==> src/rtl/spi_slave_pkg.sv <==
// Shared definitions for the parametrised SPI slave: command codes, FSM encoding, error bits.
package spi_slave_pkg;

  // Command field, frame bits [FRAME_W-1:FRAME_W-2]
  localparam logic [1:0] CMD_WR_ADDR = 2'b00;
  localparam logic [1:0] CMD_WR_DATA = 2'b01;
  localparam logic [1:0] CMD_RD_ADDR = 2'b10;
  localparam logic [1:0] CMD_RD_DATA = 2'b11;

  // One-hot FSM encoding
  typedef enum logic [4:0] {
    StIdle     = 5'b00001,
    StShiftIn  = 5'b00010,
    StWaitTx   = 5'b00100,
    StShiftOut = 5'b01000,
    StDone     = 5'b10000
  } state_e;

  // Error vector bit positions
  localparam int unsigned ERR_W       = 3;
  localparam int unsigned ERR_ABORT   = 0;
  localparam int unsigned ERR_NO_ADDR = 1;
  localparam int unsigned ERR_TIMEOUT = 2;

endpackage

==> src/rtl/spi_tx_shifter.sv <==
// Parallel-load, MSB-first shift register for the read-data path, with a last-bit flag.
module spi_tx_shifter #(
  parameter int unsigned DATA_W = 8
) (
  input  logic              i_spi_slave_clk,
  input  logic              i_spi_slave_rst_n,
  input  logic              i_load,
  input  logic [DATA_W-1:0] i_load_data,
  input  logic              i_shift,
  output logic              o_msb,
  output logic              o_last
);

  localparam int unsigned CntW = $clog2(DATA_W + 1);

  logic [DATA_W-1:0] shreg_q;
  logic [CntW-1:0]   cnt_q;

  // Load takes priority; the counter saturates on the last bit so it never wraps
  always_ff @(posedge i_spi_slave_clk or negedge i_spi_slave_rst_n) begin
    if (!i_spi_slave_rst_n) begin
      shreg_q <= '0;
      cnt_q   <= '0;
    end else if (i_load) begin
      shreg_q <= i_load_data;
      cnt_q   <= '0;
    end else if (i_shift) begin
      shreg_q <= {shreg_q[DATA_W-2:0], 1'b0};
      if (!o_last) begin
        cnt_q <= cnt_q + 1'b1;
      end
    end
  end

  assign o_msb  = shreg_q[DATA_W-1];
  assign o_last = (cnt_q == CntW'(DATA_W - 1));

endmodule

==> src/rtl/spi_slave_gen2.sv <==
// SPI slave front-end: deserialises {cmd, payload} frames, serialises read data after a
// tx handshake, and flags aborted frames, reads without an address and tx timeouts.
module spi_slave_gen2
  import spi_slave_pkg::*;
#(
  parameter int unsigned DATA_W     = 8,
  parameter int unsigned TX_TIMEOUT = 16
) (
  input  logic                i_spi_slave_clk,
  input  logic                i_spi_slave_rst_n,
  input  logic                i_spi_slave_ss_bar,
  input  logic                i_spi_slave_mosi,
  input  logic [DATA_W-1:0]   i_spi_slave_tx_data,
  input  logic                i_spi_slave_tx_valid,
  output logic [DATA_W+1:0]   o_spi_slave_rx_data,
  output logic                o_spi_slave_rx_valid,
  output logic                o_spi_slave_miso,
  output logic                o_spi_slave_miso_valid,
  output logic                o_spi_slave_sready,
  output logic [ERR_W-1:0]    o_spi_slave_err
);

  localparam int unsigned FRAME_W = DATA_W + 2;
  localparam int unsigned BitCntW = $clog2(FRAME_W + 1);
  localparam int unsigned TmoCntW = $clog2(TX_TIMEOUT + 1);

  state_e               state_q;
  logic [FRAME_W-1:0]   rx_shreg_q;
  logic [FRAME_W-1:0]   rx_data_q;
  logic                 rx_valid_q;
  logic [ERR_W-1:0]     err_q;
  logic [BitCntW-1:0]   bit_cnt_q;
  logic [TmoCntW-1:0]   tmo_cnt_q;
  logic                 addr_valid_q;

  logic [FRAME_W-1:0]   frame;
  logic [1:0]           frame_cmd;
  logic                 last_bit;
  logic                 tx_load;
  logic                 tx_shift;
  logic                 tx_msb;
  logic                 tx_last;

  // Frame as it will look once the current mosi bit is shifted in
  assign frame     = {rx_shreg_q[FRAME_W-2:0], i_spi_slave_mosi};
  assign frame_cmd = frame[FRAME_W-1 -: 2];
  assign last_bit  = (bit_cnt_q == BitCntW'(FRAME_W - 1));
  assign tx_load   = (state_q == StWaitTx) && !i_spi_slave_ss_bar && i_spi_slave_tx_valid;
  assign tx_shift  = (state_q == StShiftOut) && !i_spi_slave_ss_bar;

  spi_tx_shifter #(
    .DATA_W (DATA_W)
  ) u_tx_shifter (
    .i_spi_slave_clk   (i_spi_slave_clk),
    .i_spi_slave_rst_n (i_spi_slave_rst_n),
    .i_load            (tx_load),
    .i_load_data       (i_spi_slave_tx_data),
    .i_shift           (tx_shift),
    .o_msb             (tx_msb),
    .o_last            (tx_last)
  );

  // Main FSM with registered rx/err pulses, bit/timeout counters and the address flag
  always_ff @(posedge i_spi_slave_clk or negedge i_spi_slave_rst_n) begin
    if (!i_spi_slave_rst_n) begin
      state_q      <= StIdle;
      rx_shreg_q   <= '0;
      rx_data_q    <= '0;
      rx_valid_q   <= 1'b0;
      err_q        <= '0;
      bit_cnt_q    <= '0;
      tmo_cnt_q    <= '0;
      addr_valid_q <= 1'b0;
    end else begin
      rx_valid_q <= 1'b0;
      err_q      <= '0;
      unique case (state_q)
        StIdle: begin
          if (!i_spi_slave_ss_bar) begin
            rx_shreg_q <= frame;
            bit_cnt_q  <= BitCntW'(1);
            state_q    <= StShiftIn;
          end
        end
        StShiftIn: begin
          if (i_spi_slave_ss_bar) begin
            err_q[ERR_ABORT] <= 1'b1;
            state_q          <= StIdle;
          end else begin
            rx_shreg_q <= frame;
            if (last_bit) begin
              rx_data_q  <= frame;
              rx_valid_q <= 1'b1;
              bit_cnt_q  <= '0;
              state_q    <= StDone;
              case (frame_cmd)
                CMD_RD_ADDR: addr_valid_q <= 1'b1;
                CMD_RD_DATA: begin
                  if (addr_valid_q) begin
                    addr_valid_q <= 1'b0;
                    tmo_cnt_q    <= '0;
                    state_q      <= StWaitTx;
                  end else begin
                    err_q[ERR_NO_ADDR] <= 1'b1;
                  end
                end
                default: ;
              endcase
            end else begin
              bit_cnt_q <= bit_cnt_q + 1'b1;
            end
          end
        end
        StWaitTx: begin
          if (i_spi_slave_ss_bar) begin
            err_q[ERR_ABORT] <= 1'b1;
            state_q          <= StIdle;
          end else if (i_spi_slave_tx_valid) begin
            state_q <= StShiftOut;
          end else if (tmo_cnt_q == TmoCntW'(TX_TIMEOUT - 1)) begin
            err_q[ERR_TIMEOUT] <= 1'b1;
            state_q            <= StDone;
          end else begin
            tmo_cnt_q <= tmo_cnt_q + 1'b1;
          end
        end
        StShiftOut: begin
          if (i_spi_slave_ss_bar) begin
            err_q[ERR_ABORT] <= 1'b1;
            state_q          <= StIdle;
          end else if (tx_last) begin
            state_q <= StDone;
          end
        end
        StDone: begin
          // Stay here until deselected; no second frame within one select
          if (i_spi_slave_ss_bar) begin
            state_q <= StIdle;
          end
        end
        default: state_q <= StIdle;
      endcase
    end
  end

  assign o_spi_slave_rx_data    = rx_data_q;
  assign o_spi_slave_rx_valid   = rx_valid_q;
  assign o_spi_slave_err        = err_q;
  assign o_spi_slave_sready     = (state_q == StIdle);
  assign o_spi_slave_miso_valid = (state_q == StShiftOut);
  assign o_spi_slave_miso       = (state_q == StShiftOut) & tx_msb;

endmodule

==> config.mk <==
export PLATFORM = sky130hd
export DESIGN_NAME = spi_slave_gen2
export DESIGN_NICKNAME = d
export VERILOG_FILES = /design/src/rtl/spi_slave_pkg.sv /design/src/rtl/spi_tx_shifter.sv /design/src/rtl/spi_slave_gen2.sv
export SDC_FILE = /design/constraint.sdc
export NUM_CORES = 1
export LEC_CHECK = 0
export ABC_CLOCK_PERIOD_IN_PS = 5750
export BUFFER_PORTS_ARGS = -buffer_cell sky130_fd_sc_hd__buf_2
export CELL_PAD_IN_SITES_DETAIL_PLACEMENT = 2
export CELL_PAD_IN_SITES_GLOBAL_PLACEMENT = 2
export CORE_MARGIN = 2
export CORE_UTILIZATION = 41
export CTS_BUF_LIST = sky130_fd_sc_hd__clkbuf_2
export DETAILED_ROUTE_END_ITERATION = 8
export PLACE_DENSITY = 0.95
export SLEW_MARGIN = 20
export SYNTH_ARGS = -nofsm -noshare
export SYNTH_HDL_FRONTEND = slang
export SYNTH_SLANG_ARGS = --single-unit
==> constraint.sdc <==
create_clock -name i_spi_slave_clk -period 5.75 [get_ports i_spi_slave_clk]
set_input_delay 0.575 -clock i_spi_slave_clk [delete_from_list [all_inputs] [get_ports i_spi_slave_clk]]
set_output_delay 0.575 -clock i_spi_slave_clk [all_outputs]
set_load 0.1 [all_outputs]
* Yosys cells after proc, flatten, opt, wreduce, memory -nomap -nowiden *
Index checks and enable logic that the tools add are counted.

operators by class
  $add $sub $neg = 3
  equality and inequality tests = 23
  muxes and demuxes = 44
  bitwise operators = 2
  reductions and logical operators = 17

operator list
  operator                                                                  count
  5-bit 2-to-1 mux                                                          18
  5-bit one-hot mux with 5 select lines                                     1
  4-bit 2-to-1 mux                                                          6
  2-bit inequality test (second input constant)                             9
  8-bit 2-to-1 mux                                                          2
  1-bit 2-to-1 mux                                                          14
  5-bit by 4-bit equality test with 1-bit output (second input constant)    2
  5-bit one-hot mux with 2 select lines                                     1
  4-bit by 1-bit adder with 4-bit output (second input constant)            2
  4-bit one-hot mux with 2 select lines                                     1
  8-bit AND reduction                                                       1
  2-bit nonzero test                                                        4
  3-bit AND reduction                                                       2
  5-bit by 1-bit adder with 5-bit output (second input constant)            1
  5-bit by 1-bit equality test with 1-bit output (second input constant)    1
  5-bit by 2-bit equality test with 1-bit output (second input constant)    1
  5-bit by 3-bit equality test with 1-bit output (second input constant)    1
  5-bit equality test (second input constant)                               1
  5-bit AND reduction                                                       1
  2-bit equality test (second input constant)                               2
  4-bit by 3-bit equality test with 1-bit output (second input constant)    1
  4-bit equality test (second input constant)                               1
  4-bit by 3-bit inequality test with 1-bit output (second input constant)  1
  2-bit AND reduction                                                       2
  11 further kinds                                                          13

word-level totals
  register bits = 50
  logic and storage cells = 99

* Logic depth before layout (Yosys ltp) *
Gate-level depths: netlist of the first run.

  word-level depth = 5
  mapped depth = 8
  depth with buffers taken out = 8

* Modules after synthesis *
A second synthesis of the first run with hierarchy kept.

unflattened totals
  cells, all modules = 214
  area total of the unflattened synthesis = 2424.8 um^2

by module, submodules not included
  module          times used  cells an instance  area each (um^2)  seq. area each (um^2)
  spi_slave_gen2  1           158                1844.3            952.2
  spi_tx_shifter  1           56                 580.6             300.3

* Worst setup path after synthesis of the first run *
Ideal clock, no wire load.

  path type = register to register
  start = register state_q[4]
  end = register tmo_cnt_q[3]
  setup time = 87 ps
  arrival time = 2312 ps
  required time = 5663 ps
  setup slack = 3352 ps
  stages on the path, launching flop included = 7
  buffers on the path = 1
  period minus slack after synthesis = 2398 ps
  cells stage by stage = dfrtp_1 > or4b_4 > or2_0 > buf_6 > a2111o_1 > or4_1 > o211ai_1

between the ends
  word-level cells in the longest chain between the ends = 3
  elaborated cells between the ends (all ways) = 12
  those cells by class = eq/ne (9); mux (1); reduce/logical (2)

ends and longest elaborated chain
  element                                                                                                           line                   text
  from (decl)                                                                                                       spi_slave_gen2.sv:27   state_e state_q;
  from (signal assigned)                                                                                            spi_slave_gen2.sv:66   state_q <= StIdle;
  from (signal assigned)                                                                                            spi_slave_gen2.sv:82   state_q <= StShiftIn;
  from (signal assigned)                                                                                            spi_slave_gen2.sv:88   state_q <= StIdle;
  5-bit by 2-bit equality test with 1-bit output or 5-bit by 3-bit equality test with 1-bit output (tied branches)  spi_slave_gen2.sv:77   unique case (state_q)
  2-bit by 1-bit inequality test with 1-bit output (no source line) (tied with other cells)                         --
  8-bit AND reduction (no source line)                                                                              --
  to (signal assigned)                                                                                              spi_slave_gen2.sv:124  tmo_cnt_q <= tmo_cnt_q + 1'b1;
  to (decl)                                                                                                         spi_slave_gen2.sv:33   logic [TmoCntW-1:0] tmo_cnt_q;

Several ways; a longest one is shown, not always the timed one.
A chain may end at the register's enable or synchronous reset.

* Final worst setup path of the first run *
  start = register state_q[1]
  end = output port o_spi_slave_miso_valid

between the ends
  word-level cells in the longest chain between the ends = 1

ends and longest elaborated chain
  element                                         line                   text
  5-bit by 4-bit equality test with 1-bit output  spi_slave_gen2.sv:150  assign o_spi_slave_miso_valid = (state_q == StShiftOut);
  to (decl)                                       spi_slave_gen2.sv:18   output logic o_spi_slave_miso_valid,

Every way passes these cells.

==> results of run 1 <==
-- cell families after synthesis --
group | count (synthesis)
buffers and inverters | 17
xor gates and xnor gates | 1
muxes | 13
DFF | 50
AOI/OAI and AO/OA | 33
and+or+nand+nor | 101
adders and majority gates | 5
-- through the flow --
stage	util	hold slack (ns)	setup slack [ns]
detailed placement	0.473	0.467	3.10
global route	0.486	0.185	2.73
CTS	0.486	0.173	2.85
floorplan	-	0.279	3.35
finish	0.486	0.167	2.84
global placement	0.473	0.455	3.22
-- critical path, delay by kind of cell (launching register included) --
| family | cells | cell delay, ns |
|---|---|---|
| buf+inv | 1 | 0.43 |
| flops | 1 | 0.56 |
| simple gates | 2 | 0.89 |
-- path summary, 6_finish.rpt --
kind	from	to
min in group i_spi_slave_clk	i_spi_slave_tx_valid	o_spi_slave_err[2]
hold / removal	i_spi_slave_rst_n	u_tx_shifter.cnt_q[3]
setup / recovery	state_q[1]	o_spi_slave_miso_valid
setup reg to reg	state_q[4]	tmo_cnt_q[3]
hold reg to reg	o_spi_slave_rx_data[5]	o_spi_slave_rx_data[5]
max in group asynchronous	i_spi_slave_rst_n	o_spi_slave_rx_data[5]
-- synthesized netlist by cell type (all sizes together), types with 4 or more instances --
| cell type | number |
|---|---|
| nand2 | 55 |
| dfrtp | 49 |
| o21ai | 13 |
| mux2 | 10 |
| inv | 9 |
| nor2 | 9 |
| a22oi | 7 |
| nand3 | 7 |
| clkbuf | 6 |
| ha | 5 |
| and2 | 4 |
| nor3 | 4 |
-- sequential cells by signal, summed over array words and instances (netlist names) --
name / count
addr_valid_q: 1
bit_cnt_q: 4
o_spi_slave_err: 3
o_spi_slave_rx_data: 10
o_spi_slave_rx_valid: 1
rx_shreg_q: 9
state_q: 5
tmo_cnt_q: 5
u_tx_shifter.cnt_q: 4
u_tx_shifter.shreg_q: 8
-- routing by layer --
layer | vias up | part of all wire
li1 | 812 | -
met1 | 915 | 0.42
met2 | 39 | 0.52
met3 | 14 | 0.035
met4 | 0 | 0.024
met5 | - | 0
-- layout by cell type (no fill, tap or decap), types with 5 or more instances in the layout --
cell type  synthesis  routed
inv_1              9       9
nor2_1             9       9
clkbuf_2           0       5
nand3_1            7       7
nand2_1           55      55
dfrtp_1           49      49
o21ai_0           12      12
mux2_2            10      10
buf_2              0      29
ha_1               5       5
a22oi_1            7       7
-- cell type report --
class	instances	area, µm²	area share
Sequential cell	50	1250	0.498
Multi-Input combinational cell	153	912	0.363
Clock buffer	5	25.0	0.00995
Clock inverter	3	45.0	0.0179
Inverter	9	33.8	0.0134
Timing Repair Buffer	31	160	0.0637
Tap cell	70	87.6	0.0348
-- where the power goes --
group / leakage, nW / internal [mW] / switching (mW) / total, mW
clock: 0.0352 / 0.0726 / 0.123 / 0.196
combinational: 0.600 / 0.116 / 0.193 / 0.309
sequential: 0.658 / 0.446 / 0.0898 / 0.536
total: 1.29 / 0.635 / 0.406 / 1.04
==> results.md, run 1 <==
- The number of antenna diodes in the final layout is 0.
- The critical path in this run is classified as reg2out.
- The final number of max-transition violations came to 0.
- Setup repair after global routing left no endpoint under its margin.
- The shortest period the worst path allows is just under 3 ns.
- The DRC violation count after routing is 0.
- The endpoint kind of the worst setup timing path is an output pin.
- The area of all placed cells without fillers is 2520 µm².
- The violation count after the first detailed-route iteration is about 100.
- The biggest fanout along the worst timing path is 10.
- The initialized floorplan defines 26 standard-cell rows.
- The cell area reported after detailed placement is 2450 µm².
- The count of filler cells inserted in the layout is 554.
- The global routing usage summed across all routing layers is 0.231.
- After detailed routing, the total wire length is 6230 µm.
- After synthesis, the share of cell area in mux cells is 0.0638.
- In this run the remaining antenna-violating nets after routing total 0.
- The CTS tree is built.
- For the pin with the worst max-slew slack, the measured transition is 0.724 ns.
- The arithmetic-cell share of the synthesized area counting full adders, half adders and majority gates is 0.0280.
- The highest clock rate is 344 MHz.
- The number of cell instances on the worst register-to-register path is 5.
- In the finished design, the share of the clock period the worst path needs comes to 0.506.
- The most heavily used metal layer in global routing is met2.
- The biggest cell delay along the critical path is 0.65 ns.
- The synthesized area per cell is a little over 10 µm².
- The largest individual stage delay along the critical path comes from the cell nor3b_1.
- The cell area after technology mapping is 2240 µm².
- The worst endpoint data arrival time is 2.33 ns.
- After clock tree synthesis, the clock-pin slew on the worst setup and hold paths is ~0.27 ns.
- The number of placed I/O pins is 30.
- Traced cell by cell, the critical path runs through nor3b_1 > and2_1 > buf_2.
- Hold repair after CTS inserted 0 buffers.
- The required time at the worst-slack endpoint is between 5 and 6 ns.
- The number of clock buffers inserted by TritonCTS is 5.
- Max-cap violations in this run came to 0.
- The total power density per cell area is 414 nW/µm².
- Of the synthesized area, sequential elements account for 0.560.
- The initial antenna violation count came to 0.
- The number of endpoints with negative hold slack in the final report is 0.
- For met3 alone, demand over resource in global routing was 0.0547.
- The worst reg-to-reg setup slack is 3.06 ns.
- At the end of routability-driven placement, the weighted congestion stood at between 0.8 and 0.9.
- The share of the synthesized area in the top cell type is 0.548.
- The finished layout holds 321 standard cells, fillers aside.
- The complex-gate fraction of the synthesized area is 0.0979.
- The clock drives 50 sinks.
- After detailed routing, the average wire length per cell comes to a little under 20 µm.
- The worst ir drop on vdd is 193 µV.
- The critical path startpoint category is a flop.
- Global routing finished with a remaining overflow of 0.
- The final-stage net count is 268.
- The via count of the first global-routing pass was 2,039.
- The number of levels the H-tree was split into is 2.
- The met2 track demand over resource in global routing is 0.396.
- Counting flops with a built-in enable in the synthesized netlist gives 0.
- Measured along the x axis, the die boundary spans 77.8 µm.
- The relative slew slack is 0.516.
- The die is 77.8 µm tall.
- Synthesis instantiated 42 different standard cells from the library.
- The leakage component of the power is 1.29 nW.
- The xor and xnor area share after synthesis is 0.00392.
- By area, the combinational part of the netlist is dominated by simple AND/OR/NAND/NOR gates.
- The core area is 5170 µm².
- The total of endpoints with negative setup slack in the final report is 0.
- The number of gates resized after CTS was 0.
- Post-CTS timing repair inserted 0 buffers for setup.
- The die area is 6060 µm².
- By area the synthesized netlist is led by dfrtp_1 55%, nand2_1 9.2%, mux2_2 5.0%.
- The number of vias after detailed routing is 1,780.
- The flow ran to the end, and the final reports show no timing, DRC or antenna violations.
- The fraction of final layout cells sized beyond drive strength 1 is 0.211.
- The simple-gate share of the synthesized area is 0.214.
- The detailed-route vias per instance is between 5 and 6.
- The wire length of the first global-routing pass is 10,600 µm.
- Summed over all failing endpoints, the final setup total negative slack is 0 ns.
- For this run, the detailed router's first-pass iteration total came to 4.
- The longest clock path from root to sink contains 2 buffers.
- The count of state elements after synthesis is 50.
- The total power consumption of the routed design is 1.04 mW.
- The root buffer cell is clkbuf_2.
- The largest net degree at the start of global routing is about 50.
- The biggest area contributor in the post-synthesis netlist is dfrtp_1.
- The share of synthesized flip-flops with an asynchronous set or reset is 1.00.
- During synthesis, Yosys emitted a total of 0 warnings.
- The number of nets in the synthesized netlist is between 200 and 250.
- After detailed placement, the design holds a cell count of 313.
- The classification of the worst-slack hold path is in2async.
- The routing usage on met1 is 0.284.
- The number of port buffers is 29.
- The source-to-sink clock delay at the later pin of the worst-skew pair is 0.47 ns.
- The sum of net half-perimeters after detailed placement is 4350 µm.
- The effective utilization at floorplan is 0.432.
- The final setup skew is 0.0220 ns.
- In the synthesized netlist the dominant register cell turns out to be dfrtp_1.
- From synthesis to final layout, the design area changed by 12.5%.
- Synthesis produced a netlist whose cell count is 220.
(Power assumes the default switching activity.)
==> run 2, diff against run 1 <==
--- a/config.mk
+++ b/config.mk
@@ -5,15 +5,15 @@
 export SDC_FILE = /design/constraint.sdc
 export NUM_CORES = 1
 export LEC_CHECK = 0
-export ABC_CLOCK_PERIOD_IN_PS = 5750
+export ABC_CLOCK_PERIOD_IN_PS = 2900
 export BUFFER_PORTS_ARGS = -buffer_cell sky130_fd_sc_hd__buf_2
 export CELL_PAD_IN_SITES_DETAIL_PLACEMENT = 2
 export CELL_PAD_IN_SITES_GLOBAL_PLACEMENT = 2
 export CORE_MARGIN = 2
-export CORE_UTILIZATION = 41
+export CORE_UTILIZATION = 38
 export CTS_BUF_LIST = sky130_fd_sc_hd__clkbuf_2
 export DETAILED_ROUTE_END_ITERATION = 8
-export PLACE_DENSITY = 0.95
+export PLACE_DENSITY = 0.94
 export SLEW_MARGIN = 20
 export SYNTH_ARGS = -nofsm -noshare
 export SYNTH_HDL_FRONTEND = slang
==> constraint.sdc (replaced) <==
create_clock -name i_spi_slave_clk -period 2.9 [get_ports i_spi_slave_clk]
set_input_delay 0.29 -clock i_spi_slave_clk [delete_from_list [all_inputs] [get_ports i_spi_slave_clk]]
set_output_delay 0.29 -clock i_spi_slave_clk [all_outputs]
set_load 0.1 [all_outputs]
==> run 2 against run 1 <==
  * Non-clock buffer count rose by 4
  * First-iteration DRC count down 16%
  * Critical path depth rose by 2
  * Hold slack worse by 0.14 ns
  * Largest cell class unchanged
  * Total power up 110%
  * Sequential cell count unchanged
  * Combinational power rose by 100%
  * Final cell count up 1.9%
  * Register-to-register slack lost 2.9 ns
  * Critical endpoint is now tmo_cnt_q[3]
==> results.md, run 2 (synthesis gave the netlist of run 1 again) <==
- The run finished with clean final reports.
- The die area is 6510 µm² (+7.5%).
- The number of clock buffers inserted by TritonCTS was 5 (unchanged).
- The final estimated routing congestion in global placement came to 0.825 (-0.88%).
- Of the available clock period, the critical path in the final layout requires 0.940.
- The final total negative setup slack is 0 ns (unchanged).
- The worst-case setup margin in the final layout came to 0.175 ns (-2.67 ns).
- The residual overflow from global routing is 0 (unchanged).
- The final setup skew is 0.0280 ns (+0.00606 ns).
- The met3 layer wire length in the routed design is 271 µm (+26%).
- The worst hold slack is 0.0243 ns (-0.143 ns).
- The clock slew seen by the registers of the worst setup and hold paths is 0.27 ns (about the same).
- The largest buffer count on any clock path was 2 (unchanged).
- The total of endpoints with negative setup slack in the final report is 0 (unchanged).
- The final-stage net count is 272 (+1.5%).
- TritonCTS built the clock tree.
- The wire length on met1 came to 2460 µm (-5.5%).
- The required time at the worst-slack endpoint was 3.30 ns (-1.88 ns).
- The top metal layer carrying routed signals is met4.
- The area of all placed cells without fillers is 2580 µm² (+2.4%).
- The number of cell instances on the worst register-to-register path was 5 (unchanged).
- The hold path depth is 3.
- The initial antenna violation count is 0 (unchanged).
- The number of gates given a new drive strength after cts is 0 (unchanged).
- The number of clock sinks was 50 (unchanged).
- The library cell used most frequently in the layout, excluding fill and tap cells, is nand2_1.
- The residual antenna-violating net count after detailed routing is 0 (unchanged).
- The die outline width came to 80.7 µm (+3.7%).
- The via count of the first global-routing pass is 2,019 (-0.98%).
- The total power density per cell area came to 835 nW/µm² (+100%).
- The routed wire length is 6170 µm (-1.0%).
- The cell area reported after detailed placement is 2460 µm² (+0.72%).
- The fraction of final layout cells sized beyond drive strength 1 is 0.216 (+0.00453).
- The number of vias after detailed routing is 1,801 (+1.2%).
- The number of max-capacitance violations reported is 0 (unchanged).
- The detailed-route vias per instance came to 5.51 (-0.68%).
- The critical path startpoint category is a flop.
- The worst endpoint data arrival time is 3.13 ns (+0.80 ns).
- The biggest fanout along the worst timing path is 10 (unchanged).
- The source-to-sink clock delay at the later pin of the worst-skew pair is 0.46 ns (about the same).
- The worst ir drop on vdd is 481 µV (+150%).
- The setup slack at placement is 0.272 ns (-2.83 ns).
- The routed wirelength normalized by instance count is 18.9 µm (-2.8%).
- The number of levels the H-tree was split into is 2 (unchanged).
- The detailed-router iteration count before antenna repair is 4 (unchanged).
- The largest net degree at the start of global routing is 31 (-39%).
- The violation count after the first detailed-route iteration was 87 (-16%).
- The shortest period the worst path allows is 2.73 ns.
- The leakage component of the power was 1.33 nW (+2.9%).
- The core area came to 5610 µm² (+8.4%).
- The highest clock rate is 367 MHz.
- The relative slew slack came to 0.529 (+0.0132).
- The number of endpoints with negative hold slack in the final report is 0 (unchanged).
- Setup repair after global routing left no endpoint under its margin.
- The standard-cell row count came to 27 (+3.8%).
- The wire length of the first global-routing pass is 10,400 µm (-1.9%).
- The transition time at the pin with the least slew margin is 0.706 ns (-0.0182 ns).
- The die outline height is 80.7 µm (+3.7%).
- The count of filler cells inserted in the layout is 631 (+14%).
- The effective utilization at floorplan came to 0.399 (-0.0336).
- The final number of max-transition violations is 0 (unchanged).
- The number of diodes added for antenna fixing was 0 (unchanged).
- The number of buffers added for setup after CTS is 0 (unchanged).
- The sum of net half-perimeters after detailed placement is 4270 µm (-1.8%).
- CTS placed an instance of clkbuf_2 at the clock tree root.
- The number of placed I/O pins is 30 (unchanged).
- The global routing usage summed across all routing layers is 0.214 (-0.0167).
- The classification of the worst-slack hold path is in2reg.
- The endpoint kind of the worst setup timing path is a flop.
- The area growth from synthesis to layout is 15.3%.
- The routed wire length on met2 is 3370 µm (+3.2%).
- The DRC violation count after routing is 0 (unchanged).
- Leaving out fill and tap cells, the most frequent cells in the layout are 55 x nand2_1, 49 x dfrtp_1, 29 x buf_2.
- The worst setup path is of the reg2reg kind.
- The cell count after placement came to 317 (+1.3%).
- The number of flip-flops under the largest register name came to 10 (unchanged).
- The number of standard cells in the final layout excluding fillers is 327 (+1.9%).
- The number of port buffers came to 29 (unchanged).
-- run 2: where the power goes --
part	switching, mW	internal, mW	total [mW]
registers	0.172	0.884	1.06
clock network	0.237	0.234	0.470
logic	0.389	0.238	0.627
-- run 2: repair_timing --
action	4_1_cts	5_1_grt
setup endpoints to repair	0	0
endpoints found under the hold margin	29	0
hold buffers	2	0
-- run 2: stage by stage --
stage	power [mW]	util
6_report	2.15	0.460
5_1_grt	2.29	0.460
4_1_cts	2.18	0.460
3_5_place_dp	1.69	0.439
3_3_place_gp	1.62	0.439
2_1_floorplan	1.48	-
-- run 2: cell type report --
class | count | area, µm² | area share
clock inverter | 3 | 68.8 | 0.0267
clock buffer | 5 | 25.0 | 0.00971
timing repair buffer | 35 | 195 | 0.0757
multi-input combinational | 153 | 912 | 0.354
sequential | 50 | 1250 | 0.486
tap | 72 | 90.1 | 0.0350
inverter | 9 | 33.8 | 0.0131
-- run 2: worst max-delay path, cell delays in order, from the launching register on --
cell and delay, ns:
dfrtp_1 0.52, or4b_4 0.58, or2_0 0.38, a2111o_1 0.59, or4_1 0.51, o211ai_1 0.10
-- run 2: metal layers --
layer	track usage	vias to the layer above
met4	0.0559	0
met2	0.389	49
met1	0.266	922
met3	0.0326	6
li1	-	824
met5	0	-
-- run 2: path summary, 6_finish.rpt --
check,startpoint,to,slack (ns)
worst max-delay path,state_q[4],tmo_cnt_q[3],0.17
worst min-delay path,i_spi_slave_tx_data[0],u_tx_shifter.shreg_q[0],0.02
worst max register to register,state_q[4],tmo_cnt_q[3],0.17
worst min register to register,addr_valid_q,o_spi_slave_err[1],0.50
max in group asynchronous,i_spi_slave_rst_n,o_spi_slave_err[1],1.77
min in group asynchronous,i_spi_slave_rst_n,tmo_cnt_q[4],0.37
==> run 3, diff against run 2 <==
--- a/config.mk
+++ b/config.mk
@@ -14,6 +14,7 @@
 export CTS_BUF_LIST = sky130_fd_sc_hd__clkbuf_2
 export DETAILED_ROUTE_END_ITERATION = 8
 export PLACE_DENSITY = 0.94
+export REMOVE_ABC_BUFFERS = 1
 export SLEW_MARGIN = 20
 export SYNTH_ARGS = -nofsm -noshare
 export SYNTH_HDL_FRONTEND = slang
==> run 3 against run 2 <==
  * First-iteration DRC count shrank 54%
  * Clock-buffer cell count is the same
  * Clock power shrank 38%
  * Die area is the same
  * Hold slack gained 0.015 ns
  * Wire length shrank 4.9%
  * Setup slack gained 0.073 ns
  * Total power shrank 8.5%
  * Sequential power is essentially flat
  * Design area shrank 1.9%
  * Global-route usage shrank 1.3 points
  * Final cell count is the same
  * Critical path type unchanged
  * Largest power group unchanged
==> results.md, run 3 (synthesis gave the netlist of run 1 again) <==
- The residual overflow from global routing is 0 (unchanged).
- The required time at the worst-slack endpoint came to 3.27 ns (-0.03 ns).
- The fraction of final layout cells sized beyond drive strength 1 came to 0.212 (-0.00392).
- The routed wire length came to 5870 µm (-4.9%).
- The transition time at the pin with the least slew margin is 0.552 ns (-0.154 ns).
- The biggest cell delay along the critical path is 0.56 ns (-0.03 ns).
- The startpoint of the worst-slack reg-to-reg timing path is state_q[4].
- The core area is 5610 µm² (unchanged).
- The wire length of the first global-routing pass came to 9830 µm (-5.7%).
- The total power consumption of the routed design is 1.97 mW (-8.5%).
- The number of cell instances on the worst register-to-register path is 5 (unchanged).
- The routed wirelength normalized by instance count came to 17.9 µm (-4.9%).
- The critical path goes through or4b_4 > or2_0 > a2111o_1 > or4_1 > o211ai_1.
- In this run the critical register-to-register path is captured at tmo_cnt_q[3].
- The number of endpoints with negative hold slack in the final report is 0 (unchanged).
- The number of max-capacitance violations reported is 0 (unchanged).
- The final setup skew is 0.0227 ns (-0.00533 ns).
- The highest clock rate is 377 MHz (+2.7%).
- The commonest non-fill, non-tap cell in the layout is nand2_1.
- The relative slew slack is 0.632 (+0.103).
- The total power density per cell area is 779 nW/µm² (-6.8%).
- The root buffer cell is clkbuf_2.
- The total of endpoints with negative setup slack in the final report is 0 (unchanged).
- The post-cts hold buffer count is 2 (unchanged).
- The CTS tree is built.
- The startpoint identified for the worst hold timing path is i_spi_slave_tx_valid.
- The source-to-sink clock delay at the later pin of the worst-skew pair is 0.45 ns (about the same).
- The number of port buffers came to 29 (unchanged).
- The final-stage net count came to 272 (unchanged).
- The number of diodes added for antenna fixing is 0 (unchanged).
- The largest net degree at the start of global routing is 33 (+6.5%).
- The largest buffer count on any clock path came to 2 (unchanged).
- The area growth from synthesis to layout is 13.1%.
- The hold path depth was 2 (-1).
- The shortest period the worst path allows is 2.65 ns (-0.0728 ns).
- The hold path endpoint is o_spi_slave_err[2].
- The die area was 6510 µm² (unchanged).
- The final estimated routing congestion in global placement is 0.830 (+0.61%).
- The critical path startpoint category is a flop.
- The detailed-router iteration count before antenna repair is 4 (unchanged).
- The number of levels the H-tree was split into is 2 (unchanged).
- Setup repair after global routing left no endpoint under its margin.
- The biggest fanout along the worst timing path is 10 (unchanged).
- The global routing usage summed across all routing layers is 0.201 (-0.0132).
- The number of clock sinks is 50 (unchanged).
- The standard-cell row count came to 27 (unchanged).
- The number of gates given a new drive strength after cts was 0 (unchanged).
- The cell with the largest stage delay on the worst path is or4b_4.
- The worst hold slack is 0.0395 ns (+0.0151 ns).
- The die outline width is 80.7 µm (unchanged).
- The sum of net half-perimeters after detailed placement is 4300 µm (+0.75%).
- The number of buffers added for setup after CTS is 0 (unchanged).
- The worst ir drop on vdd is 579 µV (+20%).
- The DRC violation count after routing is 0 (unchanged).
- The violation count after the first detailed-route iteration was 40 (-54%).
- The worst reg-to-reg setup slack is 0.25 ns (+0.07 ns).
- The clock slew seen by the registers of the worst setup and hold paths was 0.27 ns (about the same).
- The final total negative setup slack is 0 ns (unchanged).
- The number of flip-flops under the largest register name came to 10 (unchanged).
- The final critical-path share of the clock period is 0.915 (-0.0251).
- The initial antenna violation count came to 0 (unchanged).
- The leakage component of the power is 1.30 nW (-2.0%).
- The endpoint kind of the worst setup timing path is a flop.
- The share of the core filled with cells came to 0.451 (-0.00870).
- The tightest min-delay check is of the in2reg type.
- The number of clock buffers inserted by TritonCTS is 5 (unchanged).
- The worst endpoint data arrival time came to 3.02 ns (-0.11 ns).
- The number of placed I/O pins came to 30 (unchanged).
- The detailed-route vias per instance came to 5.32 (-3.3%).
- The residual antenna-violating net count after detailed routing is 0 (unchanged).
- The final number of max-transition violations was 0 (unchanged).
- The setup path with the least slack is of type reg2reg.
- The die outline height was 80.7 µm (unchanged).
- The via count of the first global-routing pass is 1,899 (-5.9%).
- The run finished with clean final reports.
- The number of vias after detailed routing is 1,741 (-3.3%).
- The effective utilization at floorplan was 0.399 (unchanged).
- The top cell types in the final layout, fill and taps aside, are 55 x nand2_1, 49 x dfrtp_1, 29 x buf_2.
-- run 3: cell count changes in the layout (fill, tap and decap cells not counted) --
cell	change
clkinv_4	-1
clkinvlp_4	+1
bufinv_16	-2
clkinv_1	+1
inv_6	+1
-- run 3: report_power, final --
part | internal, mW | switching (mW) | total (mW)
clock network | 0.0597 | 0.234 | 0.293
logic | 0.239 | 0.384 | 0.623
registers | 0.884 | 0.169 | 1.05
-- run 3: worst max-delay path: cells and delay by family (launching register included) --
family | cells | cell delay [ns]
simple gates | 3 | 1.42
compound gates | 2 | 0.66
flops | 1 | 0.49
-- run 3: final cells by class --
type	instances	area (µm²)
fill	654	3080
sequential	50	1250
multi-input combinational	153	912
timing repair buffer	35	195
tap	72	90.1
inverter	9	33.8
clock buffer	5	25.0
clock inverter	3	20.0
-- run 3: how the worst max path moves through the flow --
stage               start            to  slack [ns]  cells past startpoint
6_report       state_q[4]  tmo_cnt_q[3]        0.25                      5
5_1_grt        state_q[4]  tmo_cnt_q[3]        0.14                      5
4_1_cts        state_q[4]  tmo_cnt_q[3]        0.23                      5
3_5_place_dp   state_q[4]  tmo_cnt_q[3]        0.32                      5
3_3_place_gp   state_q[4]  tmo_cnt_q[3]        0.37                      5
2_1_floorplan  state_q[4]  tmo_cnt_q[3]        0.49                      5
-- run 3: per-stage QoR --
step	std cells	cell area [µm²]	setup slack, ns
floorplan	212	2200	0.493
global placement	317	2460	0.374
detailed placement	317	2460	0.316
CTS	327	2530	0.230
global route	327	2530	0.136
finish	327	2530	0.248
-- run 3: metal layers --
metal | vias up | GRT usage | share of wire
li1 | 824 | - | -
met1 | 886 | 0.245 | 0.42
met2 | 24 | 0.366 | 0.54
met3 | 7 | 0.0303 | 0.022
met4 | 0 | 0.0610 | 0.014
met5 | - | 0 | 0
